--- src/rtl/spirose_pkg.sv ---
// Shared types for the slice scheduler.
//   fetch_state_e : fetch engine states (IDLE, REQ, LOAD, READY)
//   slice_t       : slice index for the default 256-slice configuration
package spirose_pkg;

    localparam int SLICE_W = 8;

    typedef logic [SLICE_W-1:0] slice_t;

    typedef enum logic [1:0] {
        IDLE  = 2'd0,
        REQ   = 2'd1,
        LOAD  = 2'd2,
        READY = 2'd3
    } fetch_state_e;

endpackage

--- src/rtl/slice_scheduler_if.sv ---
// Position, fetch and display signals between the scheduler and its neighbours.
//   master : scheduler side (drives fetch request and display controls)
//   slave  : environment side (position block, framebuffer reader, LED driver)
interface slice_scheduler_if #(
    parameter int SLICE_COUNT = 256,
    parameter int SLICE_WIDTH = $clog2(SLICE_COUNT)
);
    // position stream
    logic                   position_sync;
    logic [SLICE_WIDTH-1:0] slice_cnt;
    // fetch handshake
    logic                   fetch_req;
    logic [SLICE_WIDTH-1:0] fetch_slice;
    logic                   fetch_buf;
    logic                   fetch_ack;
    logic                   fetch_done;
    // display control
    logic                   display_start;
    logic [SLICE_WIDTH-1:0] display_slice;
    logic                   display_buf;
    logic                   blank;

    modport master (
        input  position_sync, slice_cnt, fetch_ack, fetch_done,
        output fetch_req, fetch_slice, fetch_buf,
        output display_start, display_slice, display_buf, blank
    );

    modport slave (
        output position_sync, slice_cnt, fetch_ack, fetch_done,
        input  fetch_req, fetch_slice, fetch_buf,
        input  display_start, display_slice, display_buf, blank
    );
endinterface

--- src/rtl/slice_watchdog.sv ---
// Rotation watchdog: counts cycles since the last position_sync.
//   position_sync in  : slice boundary pulse, clears the counter
//   rotation_ok   out : set by any sync, cleared once the count reaches STALL_TIMEOUT
//   stall         out : 1-cycle pulse in the cycle rotation is declared stopped
module slice_watchdog #(
    parameter int STALL_TIMEOUT = 5_000_000,
    parameter int TIMEOUT_WIDTH = 24
) (
    input  logic clk,
    input  logic nrst,
    input  logic position_sync,
    output logic rotation_ok,
    output logic stall
);
    localparam logic [TIMEOUT_WIDTH-1:0] TMO = TIMEOUT_WIDTH'(STALL_TIMEOUT);

    logic [TIMEOUT_WIDTH-1:0] cnt;

    // Only fires while rotation is still flagged, so it is a single pulse.
    assign stall = rotation_ok && !position_sync && (cnt == TMO);

    always_ff @(posedge clk or negedge nrst) begin
        if (!nrst) begin
            cnt         <= '0;
            rotation_ok <= 1'b0;
        end else if (position_sync) begin
            cnt         <= '0;
            rotation_ok <= 1'b1;
        end else begin
            // Count holds at the timeout value rather than wrapping.
            if (cnt != TMO)
                cnt <= cnt + TIMEOUT_WIDTH'(1);
            if (stall)
                rotation_ok <= 1'b0;
        end
    end
endmodule

--- src/rtl/slice_scheduler.sv ---
// Ping-pong slice scheduler between the hall-sensor position block and the
// framebuffer reader / LED driver.
//   clk, nrst   : clock, async active-low reset
//   bus         : position stream in, fetch handshake out, display control out
//   rotation_ok : rotation present (watchdog not expired)
//   overrun_cnt : saturating count of missed slices
module slice_scheduler
    import spirose_pkg::*;
#(
    parameter int SLICE_COUNT   = 256,
    parameter int SLICE_WIDTH   = $clog2(SLICE_COUNT),
    parameter int STALL_TIMEOUT = 5_000_000,
    parameter int TIMEOUT_WIDTH = 24,
    parameter int OVR_WIDTH     = 16
) (
    input  logic                 clk,
    input  logic                 nrst,
    slice_scheduler_if.master    bus,
    output logic                 rotation_ok,
    output logic [OVR_WIDTH-1:0] overrun_cnt
);
    fetch_state_e           state, state_d;
    logic [SLICE_WIDTH-1:0] fslice, fslice_d;
    logic [SLICE_WIDTH-1:0] pslice, pslice_d;
    logic [SLICE_WIDTH-1:0] pend_slice, pend_slice_d;
    logic [SLICE_WIDTH-1:0] nxt;
    logic                   fbuf, fbuf_d;
    logic                   pvalid, pvalid_d;
    logic                   pend, pend_d;
    logic                   done_ev, hit, stall;
    logic                   disp_start, disp_buf, blank_q;
    logic [SLICE_WIDTH-1:0] disp_slice;

    slice_watchdog #(
        .STALL_TIMEOUT (STALL_TIMEOUT),
        .TIMEOUT_WIDTH (TIMEOUT_WIDTH)
    ) u_wdog (
        .clk           (clk),
        .nrst          (nrst),
        .position_sync (bus.position_sync),
        .rotation_ok   (rotation_ok),
        .stall         (stall)
    );

    // Power-of-two slice count: natural overflow gives the wrap to 0.
    assign nxt     = bus.slice_cnt + SLICE_WIDTH'(1);
    assign done_ev = (state == LOAD) && bus.fetch_done;

    // A load completing in the sync cycle counts, unless it is already stale.
    assign hit = bus.position_sync && rotation_ok &&
                 ((state == READY && pvalid && pslice == bus.slice_cnt) ||
                  (done_ev && !pend && fslice == bus.slice_cnt));

    always_comb begin
        state_d      = state;
        fslice_d     = fslice;
        fbuf_d       = fbuf;
        pvalid_d     = pvalid;
        pslice_d     = pslice;
        pend_d       = pend;
        pend_slice_d = pend_slice;

        unique case (state)
            IDLE: ;
            REQ: begin
                if (bus.fetch_ack)
                    state_d = LOAD;
            end
            LOAD: begin
                if (bus.fetch_done) begin
                    pend_d = 1'b0;
                    if (!rotation_ok) begin
                        state_d  = IDLE;
                        pvalid_d = 1'b0;
                    end else if (pend) begin
                        state_d  = REQ;
                        fslice_d = pend_slice;
                    end else begin
                        state_d  = READY;
                        pvalid_d = 1'b1;
                        pslice_d = fslice;
                    end
                end
            end
            READY: begin
                if (!rotation_ok) begin
                    state_d  = IDLE;
                    pvalid_d = 1'b0;
                end
            end
            default: state_d = IDLE;
        endcase

        // Slice boundary overrides the idle progress above.
        if (bus.position_sync) begin
            if (hit) begin
                state_d  = REQ;
                fbuf_d   = ~fbuf;
                fslice_d = nxt;
                pvalid_d = 1'b0;
                pend_d   = 1'b0;
            end else begin
                case (state)
                    REQ: begin
                        // Once acked the request is committed; defer the retarget.
                        if (bus.fetch_ack) begin
                            pend_d       = 1'b1;
                            pend_slice_d = nxt;
                        end else begin
                            fslice_d = nxt;
                        end
                    end
                    LOAD: begin
                        if (bus.fetch_done) begin
                            state_d  = REQ;
                            fslice_d = nxt;
                            pend_d   = 1'b0;
                            pvalid_d = 1'b0;
                        end else begin
                            pend_d       = 1'b1;
                            pend_slice_d = nxt;
                        end
                    end
                    default: begin
                        state_d  = REQ;
                        fslice_d = nxt;
                        pvalid_d = 1'b0;
                    end
                endcase
            end
        end
    end

    always_ff @(posedge clk or negedge nrst) begin
        if (!nrst) begin
            state       <= IDLE;
            fslice      <= '0;
            fbuf        <= 1'b0;
            pvalid      <= 1'b0;
            pslice      <= '0;
            pend        <= 1'b0;
            pend_slice  <= '0;
            disp_start  <= 1'b0;
            disp_slice  <= '0;
            disp_buf    <= 1'b0;
            blank_q     <= 1'b1;
            overrun_cnt <= '0;
        end else begin
            state      <= state_d;
            fslice     <= fslice_d;
            fbuf       <= fbuf_d;
            pvalid     <= pvalid_d;
            pslice     <= pslice_d;
            pend       <= pend_d;
            pend_slice <= pend_slice_d;
            disp_start <= hit;
            if (hit) begin
                disp_slice <= bus.slice_cnt;
                disp_buf   <= fbuf;
                blank_q    <= 1'b0;
            end else if (bus.position_sync || stall) begin
                blank_q <= 1'b1;
            end
            // The sync that ends a stall is a miss but not an overrun.
            if (bus.position_sync && !hit && rotation_ok && overrun_cnt != '1)
                overrun_cnt <= overrun_cnt + OVR_WIDTH'(1);
        end
    end

    assign bus.fetch_req     = (state == REQ);
    assign bus.fetch_slice   = fslice;
    assign bus.fetch_buf     = fbuf;
    assign bus.display_start = disp_start;
    assign bus.display_slice = disp_slice;
    assign bus.display_buf   = disp_buf;
    assign bus.blank         = blank_q;
endmodule
--- src/flat_wrapper.sv ---
// flat-port wrapper written by rule: the top's interface ports become plain ports
module slice_scheduler_flat import spirose_pkg::*;
#(
    parameter int SLICE_COUNT   = 256,
    parameter int SLICE_WIDTH   = $clog2(SLICE_COUNT),
    parameter int STALL_TIMEOUT = 5_000_000,
    parameter int TIMEOUT_WIDTH = 24,
    parameter int OVR_WIDTH     = 16
)
  (clk, nrst, rotation_ok, overrun_cnt, bus_position_sync, bus_slice_cnt, bus_fetch_ack, bus_fetch_done, bus_fetch_req, bus_fetch_slice, bus_fetch_buf, bus_display_start, bus_display_slice, bus_display_buf, bus_blank);
  slice_scheduler_if #(.SLICE_COUNT(SLICE_COUNT), .SLICE_WIDTH(SLICE_WIDTH)) bus_i ();
  input  logic clk;
  input  logic nrst;
  output logic rotation_ok;
  output logic [OVR_WIDTH-1:0] overrun_cnt;
  input wire logic [$bits(bus_i.position_sync)-1:0] bus_position_sync;
  input wire logic [$bits(bus_i.slice_cnt)-1:0] bus_slice_cnt;
  input wire logic [$bits(bus_i.fetch_ack)-1:0] bus_fetch_ack;
  input wire logic [$bits(bus_i.fetch_done)-1:0] bus_fetch_done;
  output wire logic [$bits(bus_i.fetch_req)-1:0] bus_fetch_req;
  output wire logic [$bits(bus_i.fetch_slice)-1:0] bus_fetch_slice;
  output wire logic [$bits(bus_i.fetch_buf)-1:0] bus_fetch_buf;
  output wire logic [$bits(bus_i.display_start)-1:0] bus_display_start;
  output wire logic [$bits(bus_i.display_slice)-1:0] bus_display_slice;
  output wire logic [$bits(bus_i.display_buf)-1:0] bus_display_buf;
  output wire logic [$bits(bus_i.blank)-1:0] bus_blank;
  assign bus_i.position_sync = bus_position_sync;
  assign bus_i.slice_cnt = bus_slice_cnt;
  assign bus_i.fetch_ack = bus_fetch_ack;
  assign bus_i.fetch_done = bus_fetch_done;
  assign bus_fetch_req = bus_i.fetch_req;
  assign bus_fetch_slice = bus_i.fetch_slice;
  assign bus_fetch_buf = bus_i.fetch_buf;
  assign bus_display_start = bus_i.display_start;
  assign bus_display_slice = bus_i.display_slice;
  assign bus_display_buf = bus_i.display_buf;
  assign bus_blank = bus_i.blank;
  slice_scheduler #(.SLICE_COUNT(SLICE_COUNT), .SLICE_WIDTH(SLICE_WIDTH), .STALL_TIMEOUT(STALL_TIMEOUT), .TIMEOUT_WIDTH(TIMEOUT_WIDTH), .OVR_WIDTH(OVR_WIDTH)) u_core (.clk(clk), .nrst(nrst), .bus(bus_i), .rotation_ok(rotation_ok), .overrun_cnt(overrun_cnt));
endmodule
--- config.mk ---
export PLATFORM = sky130hd
export DESIGN_NAME = slice_scheduler_flat
export DESIGN_NICKNAME = d
export VERILOG_FILES = /design/src/rtl/spirose_pkg.sv /design/src/rtl/slice_scheduler_if.sv /design/src/rtl/slice_watchdog.sv /design/src/rtl/slice_scheduler.sv /design/src/flat_wrapper.sv
export SDC_FILE = /design/constraint.sdc
export NUM_CORES = 1
export LEC_CHECK = 0
export ABC_AREA = 1
export BUFFER_PORTS_ARGS = -buffer_cell sky130_fd_sc_hd__buf_4
export CAP_MARGIN = 20
export CORE_MARGIN = 4
export CORE_UTILIZATION = 53
export DETAILED_ROUTE_END_ITERATION = 12
export GPL_ROUTABILITY_DRIVEN = 0
export PLACE_DENSITY = 0.76
export SLEW_MARGIN = 25
export SYNTH_ARGS = -nofsm -noshare
export SYNTH_HDL_FRONTEND = slang
export SYNTH_SLANG_ARGS = --single-unit
--- constraint.sdc ---
create_clock -name clk -period 1.9 [get_ports clk]
set_input_delay 0.38 -clock clk [delete_from_list [all_inputs] [get_ports clk]]
set_output_delay 0.38 -clock clk [all_outputs]
set_load 0.005 [all_outputs]
==> results of run 1 <==
logic make-up after synthesis:
group                      synth area share [%]
muxes                                      1.68
AOI/OAI and AO/OA                          9.56
xor gates and xnor gates                   5.42
and+or+nand+nor                            30.3
adders and majority gates                  2.40
buffers and inverters                      7.37
DFF                                        43.3
worst max-delay path, cell delays in order (launching register included):
cell     delay, ps
dfrtp_1        400
inv_1          100
ha_2           210
nand2_2         90
nor2_4         100
nand3_1         80
nor2_1          90
nand2_1         60
nand2_2        110
nand2_8        120
nand3_1        120
nand2_1         60
a21oi_1        170
stage by stage:
step | hold slack, ps | instances | setup TNS (ps) | setup WS [ps]
floorplan | 84.4 | 600 | 0 | 159
global placement | 352 | 760 | 0 | 42.7
detailed placement | 348 | 760 | 0 | 10.7
CTS | 252 | 776 | 0 | 11.3
global route | 260 | 781 | -38.9 | -19.3
finish | 262 | 781 | 0 | 110
timing repair:
item	in CTS	in global routing
hold buffers	1	0
gates resized for setup	0	20
hold endpoints to repair	31	0
buffers inserted	0	4
endpoints found under the setup margin	0	44
power breakdown:
group / internal (W) / total (W) / switching [W] / leakage, nW
sequential: 0.00206 / 0.00239 / 0.000333 / 1.07
combinational: 0.000898 / 0.00207 / 0.00117 / 1.58
clock: 0.000669 / 0.00129 / 0.000619 / 0.102
total: 0.00362 / 0.00575 / 0.00212 / 2.76
flip-flops by register name, indices dropped and copies added, names as in the netlist:
register and count:
u_core.bus.display_slice 8, u_core.pslice 8, u_core.bus.display_start 1, u_core.state 2
u_core.pend 1, u_core.u_wdog.cnt 24, u_core.bus.fetch_slice 8, u_core.pend_slice 8
u_core.overrun_cnt 16, u_core.bus.blank 1, u_core.pvalid 1, u_core.bus.fetch_buf 1
u_core.bus.display_buf 1, u_core.u_wdog.rotation_ok 1
worst max path at each step:
stage	endpoint	cells after the start
after floorplan	u_core.pend_slice[6]	13
after global placement	u_core.pend_slice[6]	11
after detailed placement	u_core.pend_slice[4]	12
after CTS	u_core.pend_slice[3]	12
after global routing	u_core.state[0]	12
final	u_core.state[0]	12
layout by cell type, fill, tap and decap left out, types with 5 or more instances in the layout:
cell type  instances
nand2_1          140
dfrtp_1           79
inv_1             68
buf_4             65
nand3_1           60
nor2_1            56
a21oi_1           31
xor2_1            23
o21ai_0           22
nor3_1            19
clkbuf_8          11
o21ai_2            8
mux2_2             7
xnor2_1            6
ha_1               6
nand4_1            5
nand2_2            5
nor2_2             5
layer usage:
layer	GRT usage, %	part of all wire, %	routed length (um)	vias up
li1	-	-	-	2105
met1	29.0	44	4900	1956
met2	37.5	49	5500	96
met3	3.96	5.4	606	15
met4	7.87	1.4	159	0
met5	0	0	0	-
area by class of cell:
| type | instances | area [um^2] |
|---|---|---|
| Multi-Input combinational cell | 436 | 2400 |
| Fill cell | 744 | 3080 |
| Tap cell | 108 | 135 |
| Timing Repair Buffer | 69 | 558 |
| Clock buffer | 12 | 155 |
| Sequential cell | 81 | 2030 |
| Inverter | 72 | 283 |
| Clock inverter | 3 | 40.0 |
==> run summary, run 1 <==
Yosys cell types: 49
Die Area: 10400 um^2
die height: 102 um
cell area power density: 1030 nW/um^2
core area: 8680 um^2
EDFF count, synth: 0
Avg Inst Size Synth: 7.81 um^2
Initial Util: 54.0%
Hold Crit Start: bus_slice_cnt[0]
share of the synthesized area in the top cell type: 42.7%
clk root buf: clkbuf_8
final period utilization: 94.2%
Leakage: 2.76 nW
Final nets: 691
CTS sink cnt: 81
Yosys top cell by area: dfrtp_1
global-route wire length before repair: 18400 um
IO Port Bufs: 50
Period minus WS final: 1790 ps
type of the worst min-delay path: primary input to register
DRT antenna net count: 0
post-layout util: 64.5%
Mapped Nets: 622
post-synthesis register bit count: 81
R2R Path End: u_core.state[0]
Worst Hold Path Cells: 2
setup violators final: 0
count leader, synth: nand2_1
area grow syn2layout: 19.4%
Yosys warning count: 0
H-tree levels: 3
via count: 4172
DP Area: 5240 um^2
Synth top cells by count: nand2_1, dfrtp_1, inv_1
VDD IR max: 617 uV
Fmax achieved: 559 MHz
share of cells above drive strength 1: 19.0%
Worst setup startpoint: u_core.state[0]
Max Slew Vio Count: 0
Maximum Capacitance Violations: 0
Clock Skews: 13.3 ps
grt ovf: 0
pin count of the biggest net entering global routing: 34
clk_lat worst skew: 360 ps
top cells by area, synth: dfrtp_1, nand2_1, nand3_1
Rows: 34
WS Path Type: register to register
Startpoint Class: register
total global-route track usage: 22.3%
initial DRC count: 249
Post-synth ARST share: 100%
WHS Endpoint: u_core.pend_slice[0]
Post-Syn Area: 4690 um^2
Post-Synthesis Cells: 600
slew at the pin with the worst max-slew slack: 551 ps
worst reg-to-reg path cell count: 12
HPWL after DPL: 8250 um
flop2flop setup slack: 110 ps
Routed WL: 11200 um
routed wire length per instance: 14.3 um
Worst setup EP type: register
CTS buffer count: 9
number of global-route vias before repair: 3960
status: complete, no violations
Hold Violations, Final: 0
routed vias/inst: 5.34
final instance area: 5600 um^2
normalized max-slew margin: 62.9%
critical path arrival: 2050 ps
TritonCTS clock tree: built
Diodes inserted: 0
crit path max fanout: 11
top_reg_cell synth: dfrtp_1
DRC errors left: 0
# IOs: 51
DIE WIDTH: 102 um
clk slew on worst S/H paths: 70 ps
CP required: 2160 ps
CTS max path bufs: 2
Critical R2R Launch: u_core.state[0]
initial antenna violation count: 0
Pwr Total: 0.00575 W
DR pass1 iterations: 5
post-synthesis sequential area ratio: 43.3%
Note: power is estimated with default switching activity, not from simulation.
==> run 2: changes to the inputs <==
Settings changed: CELL_PAD_IN_SITES_DETAIL_PLACEMENT set to 0, CELL_PAD_IN_SITES_GLOBAL_PLACEMENT set to 2, CORE_UTILIZATION 53 to 31, GPL_TIMING_DRIVEN set to 0, PLACE_DENSITY 0.76 to unset, PLACE_DENSITY_LB_ADDON set to 0.2.
==> run 2 against run 1 <==
  * Maximum frequency down 2.2%
  * Non-clock buffer count grew 9
  * Sequential share of layout area fell by 2.1 points
  * Total power rose by 14%
  * Global-route usage shrank 6.4 points
  * Sequential power barely moved
  * Core utilization shrank 24 points
  * Critical endpoint is now u_core.overrun_cnt[6]
  * Largest cell class unchanged
  * Highest routed layer unchanged
==> run summary, run 2 (same netlist as run 1, synthesis figures left out) <==
initial DRC count: 196
DIE WIDTH: 131 um
Hold Violations, Final: 0
Diodes inserted: 0
Largest register FFs: 24
area grow syn2layout: 26.9%
Internal Pwr Total: 0.00423 W
slack of the critical path: 70.0 ps
DR pass1 iterations: 5
final period utilization: 96.3%
Clock power frac: 29.4%
routed vias/inst: 4.79
setup violators final: 0
DRT antenna net count: 0
Fmax achieved: 546 MHz
Pwr Total: 0.00654 W
normalized max-slew margin: 48.7%
Startpoint Class: register
most flop-heavy register: u_core.u_wdog.cnt
VDD IR max: 473 uV
Final nets: 699
core area: 14600 um^2
# IOs: 51
HPWL after DPL: 9460 um
status: complete, no violations
WS Path Type: register to register
Die Area: 17100 um^2
CTS sink cnt: 81
Leakage: 2.85 nW
H-tree levels: 3
final instance area: 5950 um^2
total global-route track usage: 15.9%
via count: 4151
share of cells above drive strength 1: 20.1%
worst slack, placed: -194 ps
clk slew on worst S/H paths: 60 ps
cts hold-fix bufs: 0
TritonCTS clock tree: built
critical path arrival: 2110 ps
commonest non-fill, non-tap cell in the layout: nand2_1
DRC errors left: 0
P_sw: 0.00230 W
post-layout util: 40.6%
Sequential Power Share: 36.9%
clk_lat worst skew: 350 ps
crit path max fanout: 7
initial antenna violation count: 0
global-route wire length before repair: 21200 um
grt ovf: 0
die height: 131 um
routed wire length per instance: 15.2 um
Routed WL: 13200 um
CTS max path bufs: 2
IO Port Bufs: 49
number of global-route vias before repair: 4025
clk root buf: clkbuf_16
Max Slew Vio Count: 0
Logic pwr share: 33.7%
CP required: 2180 ps
Initial Util: 32.0%
slew at the pin with the worst max-slew slack: 769 ps
CTS buffer count: 9
Rows: 44
pin count of the biggest net entering global routing: 82
top flop regs: u_core.u_wdog.cnt (24), u_core.overrun_cnt (16)
type of the worst min-delay path: primary input to async pin
Maximum Capacitance Violations: 0
hold slack: 91.9 ps
Clock Skews: 5.97 ps
cell area power density: 1100 nW/um^2
switch share: 35.2%
RSZ-0062 raised after global routing: true
DP Area: 5290 um^2
most frequent cells in the layout: nand2_1, dfrtp_1, inv_1
Period minus WS final: 1830 ps
Worst setup EP type: register
[run 2: cell types whose count changed in the layout (fill, tap and decap cells not counted), sizes merged]
| cell | change |
|---|---|
| buf | +2 |
| bufinv | +1 |
| clkbuf | +7 |
| clkinvlp | +2 |
| dlygate4sd3 | -1 |
| inv | -1 |
| nand4 | -1 |
[run 2: path summary, 6_finish.rpt]
path / slack [ps] / from / cells past startpoint / endpoint
worst max-delay path: 70 / u_core.state[1] / 11 / u_core.overrun_cnt[6]
worst min-delay path: 90 / nrst / 1 / u_core.bus.display_slice[4]
worst max register to register: 70 / u_core.state[1] / 11 / u_core.overrun_cnt[6]
worst min register to register: 480 / u_core.pend_slice[6] / 2 / u_core.pend_slice[6]
max in group asynchronous: 1240 / nrst / 1 / u_core.overrun_cnt[0]
min in group clk: 270 / bus_slice_cnt[0] / 2 / u_core.pend_slice[0]
[run 2: worst max-delay path, stage by stage (launching register included)]
cell and delay [ps]:
dfrtp_2 430, ha_2 210, nand2_1 80, a21oi_1 120
o2111ai_1 100, nand3b_1 210, nand2_2 160, clkinv_4 110
nand2_8 110, clkbuf_16 150, nand2_1 40, nand2_1 50
[run 2: layer usage]
layer	routed length (um)	vias up	GRT usage [%]
met1	6320	1926	21.8
met5	0	-	0
li1	-	2117	-
met2	6000	85	24.8
met3	501	23	2.56
met4	337	0	6.78
[run 2: final cells by class]
cell class,count,area (um^2)
buffer,11,88.8
clock buffer,11,243
clock inverter,5,80.1
fill,1517,8700
inverter,72,288
multi-input combinational,435,2420
sequential,81,2030
tap,184,230
timing repair buffer,67,562
[run 2: power groups by stage]
| stage | Clock [W] | Combinational (W) | Sequential [W] |
|---|---|---|---|
| CTS | 0.00198 | 0.00202 | 0.00240 |
| finish | 0.00192 | 0.00220 | 0.00241 |
| floorplan | 0 | 0.00132 | 0.00233 |
| global route | 0.00205 | 0.00251 | 0.00246 |
| global placement | 0 | 0.00196 | 0.00242 |
| detailed placement | 0 | 0.00196 | 0.00243 |
[run 2: timing repair]
action,4_1_cts,5_1_grt
buffers inserted,3,13
gates resized for setup,14,29
cloned,0,2
hold endpoints to repair,0,0
endpoints found under the setup margin,45,56
pin swaps,2,9
[run 2: through the flow]
stage / std cells / setup TNS [ps]
after global placement: 833 / -4690
after floorplan: 600 / 0
final: 866 / 0
after global routing: 866 / -1080
after CTS: 852 / 0
after detailed placement: 833 / -4690
